`config.mk`:
```
export PLATFORM = sky130hd
export DESIGN_NAME = hazard_fwd_ctrl
export DESIGN_NICKNAME = d
export VERILOG_FILES = /design/src/rtl/hazard_fwd_ctrl.sv
export SDC_FILE = /design/constraint.sdc
export NUM_CORES = 1
export LEC_CHECK = 0
export ABC_AREA = 1
export CAP_MARGIN = 15
export CORE_MARGIN = 2
export CORE_UTILIZATION = 46
export DETAILED_ROUTE_END_ITERATION = 10
export PLACE_DENSITY = 0.83
export SLEW_MARGIN = 30
export SYNTH_ARGS = -nofsm -noshare
export SYNTH_HDL_FRONTEND = slang
export SYNTH_SLANG_ARGS = --single-unit
```
`constraint.sdc`:
```
create_clock -name clk -period 2.95 [get_ports clk]
set_clock_uncertainty 0.05 [all_clocks]
set_input_delay 0.59 -clock clk [delete_from_list [all_inputs] [get_ports clk]]
set_output_delay 0.59 -clock clk [all_outputs]
set_load 0.01 [all_outputs]
```
`src/rtl/hazard_fwd_ctrl.sv`:
```
// Hazard and forwarding controller for a 5-stage RV32I pipeline.
// Keeps a shadow of EX/MEM/WB destination info, selects EX operand
// forwarding, inserts load-use bubbles, flushes on taken branches and
// freezes the whole pipeline while data memory is busy.
module hazard_fwd_ctrl #(
   parameter int CNT_W = 16
) (
   input  logic             clk,
   input  logic             rst,
   input  logic [31:0]      id_inst,
   input  logic             id_valid,
   input  logic             ex_taken,
   input  logic             mem_ready,
   output logic             stall_if,
   output logic             stall_id,
   output logic             stall_ex,
   output logic             stall_mem,
   output logic             flush_id,
   output logic             bubble_ex,
   output logic [1:0]       fwd_a,
   output logic [1:0]       fwd_b,
   output logic [CNT_W-1:0] load_use_cnt,
   output logic [CNT_W-1:0] flush_cnt
);

   localparam logic [4:0] OP_R     = 5'b01100;
   localparam logic [4:0] OP_ICAL  = 5'b00100;
   localparam logic [4:0] OP_LOAD  = 5'b00000;
   localparam logic [4:0] OP_S     = 5'b01000;
   localparam logic [4:0] OP_B     = 5'b11000;
   localparam logic [4:0] OP_JALR  = 5'b11001;
   localparam logic [4:0] OP_LUI   = 5'b01101;
   localparam logic [4:0] OP_AUIPC = 5'b00101;
   localparam logic [4:0] OP_JAL   = 5'b11011;

   // Decoded ID-stage fields
   logic [4:0] dec_rs1_s, dec_rs2_s, dec_rd_s;
   logic       dec_re1_s, dec_re2_s, dec_we_s, dec_ld_s;

   // EX/MEM/WB shadow state
   logic [4:0] ex_rs1_q, ex_rs2_q, ex_rd_q, mem_rd_q, wb_rd_q;
   logic       ex_re1_q, ex_re2_q, ex_we_q, ex_ld_q;
   logic       mem_we_q, mem_ld_q, wb_we_q;

   logic [CNT_W-1:0] lu_cnt_q, fl_cnt_q;

   logic       lu_s, bubble_s;
   logic [1:0] fwd_a_s, fwd_b_s;
   logic       unused_s;

   // Funct fields and the low opcode bits carry no hazard information.
   assign unused_s = ^{id_inst[31:25], id_inst[14:12], id_inst[1:0], mem_ld_q};

   assign dec_rs1_s = id_inst[19:15];
   assign dec_rs2_s = id_inst[24:20];
   assign dec_rd_s  = id_inst[11:7];

   // Register-usage decode of the instruction in IF/ID; bubbles use nothing.
   always_comb begin
      dec_re1_s = 1'b0;
      dec_re2_s = 1'b0;
      dec_we_s  = 1'b0;
      dec_ld_s  = 1'b0;
      case (id_inst[6:2])
         OP_R:    begin dec_re1_s = 1'b1; dec_re2_s = 1'b1; dec_we_s = 1'b1; end
         OP_ICAL: begin dec_re1_s = 1'b1; dec_we_s = 1'b1; end
         OP_LOAD: begin dec_re1_s = 1'b1; dec_we_s = 1'b1; dec_ld_s = 1'b1; end
         OP_S:    begin dec_re1_s = 1'b1; dec_re2_s = 1'b1; end
         OP_B:    begin dec_re1_s = 1'b1; dec_re2_s = 1'b1; end
         OP_JALR: begin dec_re1_s = 1'b1; dec_we_s = 1'b1; end
         OP_LUI, OP_AUIPC, OP_JAL: begin dec_we_s = 1'b1; end
         default: begin dec_re1_s = 1'b0; end
      endcase
      if (dec_rd_s == 5'd0) begin
         dec_we_s = 1'b0;
      end else begin
         dec_we_s = dec_we_s;
      end
      if (!id_valid) begin
         dec_re1_s = 1'b0;
         dec_re2_s = 1'b0;
         dec_we_s  = 1'b0;
         dec_ld_s  = 1'b0;
      end else begin
         dec_ld_s  = dec_ld_s;
      end
   end

   // A load in EX whose destination is read by the ID instruction must wait a cycle.
   assign lu_s = ex_ld_q && ex_we_q &&
                 ((dec_re1_s && (dec_rs1_s == ex_rd_q)) ||
                  (dec_re2_s && (dec_rs2_s == ex_rd_q)));

   assign bubble_s = mem_ready && (ex_taken || lu_s);

   // EX operand select: the younger MEM result wins over WB.
   always_comb begin
      fwd_a_s = 2'b00;
      fwd_b_s = 2'b00;
      if (ex_re1_q && mem_we_q && (mem_rd_q == ex_rs1_q)) begin
         fwd_a_s = 2'b01;
      end else if (ex_re1_q && wb_we_q && (wb_rd_q == ex_rs1_q)) begin
         fwd_a_s = 2'b10;
      end else begin
         fwd_a_s = 2'b00;
      end
      if (ex_re2_q && mem_we_q && (mem_rd_q == ex_rs2_q)) begin
         fwd_b_s = 2'b01;
      end else if (ex_re2_q && wb_we_q && (wb_rd_q == ex_rs2_q)) begin
         fwd_b_s = 2'b10;
      end else begin
         fwd_b_s = 2'b00;
      end
   end

   // Pipeline control outputs, forced quiet while reset is held.
   always_comb begin
      stall_if  = 1'b0;
      stall_id  = 1'b0;
      stall_ex  = 1'b0;
      stall_mem = 1'b0;
      flush_id  = 1'b0;
      bubble_ex = 1'b0;
      fwd_a     = 2'b00;
      fwd_b     = 2'b00;
      if (rst) begin
         fwd_a = 2'b00;
      end else begin
         fwd_a = fwd_a_s;
         fwd_b = fwd_b_s;
         if (!mem_ready) begin
            stall_if  = 1'b1;
            stall_id  = 1'b1;
            stall_ex  = 1'b1;
            stall_mem = 1'b1;
         end else if (ex_taken) begin
            flush_id  = 1'b1;
            bubble_ex = 1'b1;
         end else if (lu_s) begin
            stall_if  = 1'b1;
            stall_id  = 1'b1;
            bubble_ex = 1'b1;
         end else begin
            bubble_ex = 1'b0;
         end
      end
   end

   // Advance the shadow pipeline unless memory is freezing everything.
   always_ff @(posedge clk or posedge rst) begin
      if (rst) begin
         ex_rs1_q <= 5'd0; ex_rs2_q <= 5'd0; ex_rd_q <= 5'd0;
         ex_re1_q <= 1'b0; ex_re2_q <= 1'b0; ex_we_q <= 1'b0; ex_ld_q <= 1'b0;
         mem_rd_q <= 5'd0; mem_we_q <= 1'b0; mem_ld_q <= 1'b0;
         wb_rd_q  <= 5'd0; wb_we_q  <= 1'b0;
      end else if (mem_ready) begin
         wb_rd_q  <= mem_rd_q;
         wb_we_q  <= mem_we_q;
         mem_rd_q <= ex_rd_q;
         mem_we_q <= ex_we_q;
         mem_ld_q <= ex_ld_q;
         if (bubble_s) begin
            ex_rs1_q <= 5'd0; ex_rs2_q <= 5'd0; ex_rd_q <= 5'd0;
            ex_re1_q <= 1'b0; ex_re2_q <= 1'b0; ex_we_q <= 1'b0; ex_ld_q <= 1'b0;
         end else begin
            ex_rs1_q <= dec_rs1_s; ex_rs2_q <= dec_rs2_s; ex_rd_q <= dec_rd_s;
            ex_re1_q <= dec_re1_s; ex_re2_q <= dec_re2_s;
            ex_we_q  <= dec_we_s;  ex_ld_q  <= dec_ld_s;
         end
      end else begin
         wb_we_q <= wb_we_q;
      end
   end

   // Saturating event counters; nothing counts during a memory freeze.
   always_ff @(posedge clk or posedge rst) begin
      if (rst) begin
         lu_cnt_q <= {CNT_W{1'b0}};
         fl_cnt_q <= {CNT_W{1'b0}};
      end else if (mem_ready && ex_taken) begin
         if (fl_cnt_q != {CNT_W{1'b1}}) begin
            fl_cnt_q <= fl_cnt_q + {{(CNT_W-1){1'b0}}, 1'b1};
         end else begin
            fl_cnt_q <= fl_cnt_q;
         end
      end else if (mem_ready && lu_s) begin
         if (lu_cnt_q != {CNT_W{1'b1}}) begin
            lu_cnt_q <= lu_cnt_q + {{(CNT_W-1){1'b0}}, 1'b1};
         end else begin
            lu_cnt_q <= lu_cnt_q;
         end
      end else begin
         lu_cnt_q <= lu_cnt_q;
      end
   end

   assign load_use_cnt = lu_cnt_q;
   assign flush_cnt    = fl_cnt_q;

endmodule

```
==> results of run 1 <==
-- worst register-to-register path: cells and delay by family, from the launching register on --
kind	cells	cell delay [ns]
flip-flops	1	0.43
buffers and inverters	3	0.27
AND/OR/NAND/NOR	10	1.11
-- area by class of cell --
type / instances / area, um^2
inverters: 80 / 304
repair buffers: 89 / 843
fillers: 668 / 2970
clock inverters: 6 / 46.3
multi-input cells: 322 / 1760
clock buffers: 10 / 138
flip-flops and latches: 63 / 1580
well taps: 102 / 128
-- cells in the final DEF, fill, tap and decap left out, drive strengths merged, types with 12 or more instances in the layout --
cell,instances
nand2,127
inv,78
dfrtp,63
clkdlybuf4s50,60
nand3,42
nor2,37
o22ai,26
buf,23
xor2,18
o21ai,14
nand4,13
nor3,12
-- cells by family (layout without fill, tap and decap cells) --
group           after synthesis  in the layout  synth area share (%)
compound gates               54             54                  9.47
xor+xnor                     25             25                  5.92
fa+ha+maj                     2              2                 0.676
buf+inv                      95            185                  10.8
flops                        63             63                  42.6
simple gates                241            241                  30.5
-- flip-flops by register name, summed over array words and instances, names as in the netlist --
signal        cells
wb_we_q           1
mem_rd_q          5
mem_we_q          1
ex_rs1_q          5
flush_cnt        16
ex_we_q           1
ex_re2_q          1
ex_rs2_q          5
wb_rd_q           5
ex_ld_q           1
ex_re1_q          1
ex_rd_q           5
load_use_cnt     16
-- metrics by stage --
step	total power, mW	cell area [um^2]	util [%]	TNS (ns)
after floorplan	1.32	3720	-	0
after global placement	1.53	4570	58.8	-0.649
after detailed placement	1.55	4570	58.8	-0.863
after CTS	2.23	4750	61.2	0
after global routing	2.35	4800	61.8	-0.133
final	2.23	4800	61.8	0
-- per-layer routing --
layer  global-route usage [%]  routed length, um
met2                     35.9               4370
met1                     28.3               4060
met4                     10.4                267
met3                     3.53                430
met5                        0                  0
-- worst max path at each step --
stage | from | endpoint | depth (start not counted)
2_1_floorplan | rst | stall_if | 4
3_3_place_gp | id_inst[4] | stall_if | 11
3_5_place_dp | id_inst[23] | stall_if | 11
4_1_cts | id_inst[23] | stall_if | 11
5_1_grt | id_inst[3] | stall_id | 9
6_report | id_inst[3] | stall_if | 9
-- timing repair --
| item | CTS | global route |
|---|---|---|
| buffers inserted | 0 | 0 |
| resized for setup | 7 | 12 |
| pin swaps | 0 | 1 |
| endpoints found under the hold margin | 0 | 0 |
| endpoints found under the setup margin | 3 | 4 |
-- Yosys cell counts, types with 6 or more instances --
| library cell | n |
|---|---|
| a21oi_1 | 6 |
| clkbuf_1 | 7 |
| dfrtp_1 | 63 |
| inv_1 | 73 |
| inv_2 | 6 |
| nand2_1 | 122 |
| nand3_1 | 37 |
| nand4_1 | 13 |
| nor2_1 | 29 |
| nor3_1 | 11 |
| nor4_1 | 6 |
| o21ai_0 | 13 |
| o22ai_1 | 26 |
| xnor2_1 | 7 |
| xor2_1 | 18 |
-- power by group --
part	switching (mW)	internal [mW]	total, mW
sequential	0.111	0.946	1.06
combinational	0.260	0.230	0.490
clock	0.350	0.330	0.680
==> results.txt, run 1 <==
Area grow syn2layout: 29.7%
R2R setup slack: 0.98 ns
Setup ws final: 0.0493 ns
GR Overflow Total: 0
DIE WIDTH: 93.7 um
Clock tree root driver cell: clkbuf_8
Final ANT Viol Nets: 0
Maximum clock frequency: 0.345 GHz
CP Cell Sequence: clkdlybuf4s50_1, buf_4, nor2_1, nand3_1, nand4_1, nand2_1, o21ai_4, and3_4, clkdlybuf4s15_2
Hold Path Class: reg -> reg
Synth Cell Area: 3700 um^2
Cells after Synth: 480
Final Hold Vio Count: 0
Finished Layout Cells: 672
Startpoint types: input port
FF-to-FF End: load_use_cnt[14]
Syn_nets: 519
Async set-reset flop share out of synthesis: 100%
Area of the core: 7770 um^2
Hold Crit Depth: 1
Die footprint: 8770 um^2
Ys flop type: dfrtp_1
PwrDens: 464 nW/um^2
Final Net Count: 604
Dpl ws: -0.314 ns
Fin crit share: 98.3%
Sink Count: 63
Synth cell types: 38
Syn avg cell area: 7.71 um^2
Sequential area share after synthesis: 42.6%
Flops & latches, synth: 63
Largest net degree at the start of global routing: 64
Drt wl/cell: 13.6 um
Initial antenna violation count: 0
Status: finished, final reports clean
Buffers on Ports: 66
1st-iter DRT viols: 172
Top cells by area, synth: dfrtp_1 (43%), nand2_1 (12%), inv_1 (7.4%)
Top cell family by delay on the critical path: buffers and inverters
Area leader, netlist: dfrtp_1
WP data arrival: 2.26 ns
TritonRoute pass-1 iters: 4
CP max FO: 2
Final Hold Slack: 0.449 ns
Row cnt: 32
CP Buf/Inv Count: 3
Vias in the first global route: 3341
Tmin final: 2.90 ns
Placed instance count: 656
Clk slew on worst S/H paths: 0.06 ns
Vias per std cell: 5.22
Syn. warnings: 0
Clk buf depth: 2
Hpwl dp: 6720 um
Leak: 2.21 nW
Slew HR: 46.8%
I/O Pins: 79
Antenna diode count: 0
CTS Hold Bufs: 0
Worst path max stage delay: 0.46 ns
Post-synth EDFFs: 0
Share of layout cells above drive strength 1: 13.5%
Total number of vias: 3508
H-Tree Depth: 3
Slew Viols, Final: 0
Hold Path End: flush_cnt[14]
Worst-Skew Late Latency: 0.35 ns
GRT Total Usage: 21.9%
Initial Util: 47.6%
CTS Buf Count: 9
Setup-failing EPs final: 0
First-pass GRT wire length: 15200 um
RSZ-0062 raised after global routing: yes
CP endpoint kind: output port
Number of max-cap violations: 0
GPL Wtd Cong: 0.906
Hold_sp: flush_cnt[14]
Die H: 93.7 um
Worst slew pin tran: 0.798 ns
Crit path kind: in -> out
DRC Markers: 0
Post-synth top area share: 42.6%
VDD IR-drop max: 225 uV
Total wire length: 9120 um
CP max stage cell: clkdlybuf4s50_1
TritonCTS clock tree: built
Worst R2R Path Depth: 13
Worst Path Required: 2.31 ns
Crit Reg-Reg Startpoint: ex_rd_q[3]
No activity file was read; power rests on OpenSTA's default activity.
==> run 2: changes to the inputs <==
Settings changed: HOLD_SLACK_MARGIN set to 0.15, SLEW_MARGIN 30 to 20.
==> results of run 2 <==
No change in the layout: final DEF, timing and power equal those of run 1.
==> run 3: changes to the inputs <==
--- a/config.mk
+++ b/config.mk
@@ -14,2 +14,3 @@
 export PLACE_DENSITY = 0.83
+export REMOVE_ABC_BUFFERS = 1
 export SLEW_MARGIN = 20
==> constraint.sdc (replaced) <==
create_clock -name clk -period 2.95 [get_ports clk]
set_clock_uncertainty 0.05 [all_clocks]
set_input_delay 0.7375 -clock clk [delete_from_list [all_inputs] [get_ports clk]]
set_output_delay 0.7375 -clock clk [all_outputs]
set_load 0.01 [all_outputs]
==> run 3 against run 2 <==
Non-clock buffer count increased by 4. Final cell count increased by 0.60%. First-iteration DRC count increased by 39%. Critical path type unchanged. Register-to-register slack about the same. Design area increased by 1.3%. Die area unchanged. Highest routed layer unchanged. Flip-flop and latch count unchanged. Via count increased by 3.0%. Wire length increased by 9.1%.
==> results.txt, run 3 (same netlist as run 1, synthesis figures left out) <==
CTS Buf Count: 9
CTS Hold Bufs: 0
TritonRoute pass-1 iters: 5
Clk slew on worst S/H paths: 0.07 ns
Total number of vias: 3612
Vias in the first global route: 3612
Total wire length: 9950 um
First-pass GRT wire length: 16500 um
GR Overflow Total: 0
Buffers on Ports: 66
Pwr Total: 2.42 mW
Most frequent cells in the layout: nand2_1 (120), inv_1 (71), dfrtp_1 (63), clkdlybuf4s50_1 (42), nand3_1 (37)
Clock tree root driver cell: clkbuf_8
Startpoint types: input port
Number of max-cap violations: 0
Crit path kind: in -> out
I/O Pins: 79
DRC Markers: 0
Final Net Count: 608
GRT Total Usage: 24.0%
Worst-Skew Late Latency: 0.35 ns
DIE WIDTH: 93.7 um
Area grow syn2layout: 31.4%
Drt wl/cell: 14.7 um
Leak: 2.33 nW
Clk buf depth: 2
Row cnt: 32
Worst slew pin tran: 0.777 ns
Placed instance count: 658
Initial antenna violation count: 0
Worst R2R Path Depth: 12
Hold Path Class: reg -> reg
Commonest non-fill, non-tap cell in the layout: nand2_1
Slew HR: 48.2%
Area of the core: 7770 um^2
Die footprint: 8770 um^2
Worst Path Required: 2.16 ns
Setup-failing EPs final: 0
Die H: 93.7 um
H-Tree Depth: 3
Fin crit share: 97.0%
1st-iter DRT viols: 239
Hpwl dp: 7040 um
Slew Viols, Final: 0
Share of layout cells above drive strength 1: 15.2%
Finished Layout Cells: 676
Hold Crit Depth: 1
FILL cells: 666
GPL Wtd Cong: 0.926
WP data arrival: 2.07 ns
PwrDens: 499 nW/um^2
Tmin final: 2.86 ns
Final Hold Vio Count: 0
Initial Util: 47.6%
CP endpoint kind: output port
Final ANT Viol Nets: 0
Largest net degree at the start of global routing: 64
TritonCTS clock tree: built
VDD IR-drop max: 364 uV
Status: finished, final reports clean
Sink Count: 63
Maximum clock frequency: 0.349 GHz
Vias per std cell: 5.34
CP max FO: 2
[run 3: cell types whose count changed in the layout (fill, tap and decap cells not counted), moves of 2 or more]
cell             delta
clkbuf_8            +2
dlygate4sd2_1      +13
clkinvlp_4          -3
clkdlybuf4s15_1     +2
buf_4               +4
clkdlybuf4s15_2     -2
clkdlybuf4s50_1    -18
inv_2               +2
clkinv_4            -3
buf_6               +2
bufinv_16           +2
[run 3: final timing paths]
path | start | to | slack, ns
max | id_inst[5] | stall_id | 0.09
max in group asynchronous | rst | flush_cnt[12] | 1.39
min reg2reg | flush_cnt[14] | flush_cnt[14] | 0.44
min in group asynchronous | rst | ex_rd_q[3] | 0.95
min | flush_cnt[14] | flush_cnt[14] | 0.44
max reg2reg | load_use_cnt[0] | load_use_cnt[2] | 0.98
[run 3: critical path, cell delays in order]
cell	delay, ns
dlygate4sd2_1	0.23
inv_2	0.06
nor2_4	0.13
buf_4	0.12
nand3_1	0.07
nand4_1	0.13
nand2_2	0.10
o21ai_4	0.15
and3_4	0.23
buf_6	0.10
[run 3: through the flow]
| step | TNS (ns) | util [%] | worst slack (ns) | cell area [um^2] | hold WS, ns |
|---|---|---|---|---|---|
| 2_1_floorplan | -0.697 | - | -0.349 | 3600 | 0.423 |
| 5_1_grt | -0.00377 | 62.5 | -0.00377 | 4860 | 0.466 |
| 6_report | 0 | 62.6 | 0.0882 | 4860 | 0.441 |
| 4_1_cts | 0 | 62.2 | 0.00945 | 4830 | 0.445 |
| 3_5_place_dp | -2.33 | 58.9 | -0.619 | 4580 | 0.432 |
| 3_3_place_gp | -2.16 | 58.9 | -0.562 | 4580 | 0.433 |
[run 3: cell type report]
class	instances	area, um^2	area share, %
multi-input cells	322	1770	36.5
flip-flops and latches	63	1580	32.4
repair buffers	93	850	17.5
inverters	80	300	6.18
clock buffers	12	165	3.40
well taps	102	128	2.63
clock inverters	3	65.1	1.34
diodes	1	2.50	0.0515
[run 3: where the power goes]
group / internal, mW / leakage, nW / switching (mW)
Sequential: 0.947 / 0.821 / 0.109
Combinational: 0.226 / 1.39 / 0.275
Clock: 0.539 / 0.118 / 0.328
[run 3: repair_timing]
| action | in CTS | in global routing |
|---|---|---|
| gates resized for setup | 40 | 13 |
| endpoints found under the setup margin | 8 | 7 |
| setup buffers | 2 | 0 |
| pin swaps | 11 | 5 |
[run 3: layer usage]
| layer | share of wire [%] | routed length [um] | up-vias | GRT usage, % |
|---|---|---|---|---|
| met5 | 0 | 0 | - | 0 |
| met4 | 3.9 | 390 | 0 | 13.3 |
| met3 | 5.9 | 583 | 39 | 6.18 |
| met2 | 49 | 4830 | 135 | 39.4 |
| met1 | 42 | 4150 | 1705 | 28.9 |
| li1 | - | - | 1733 | - |
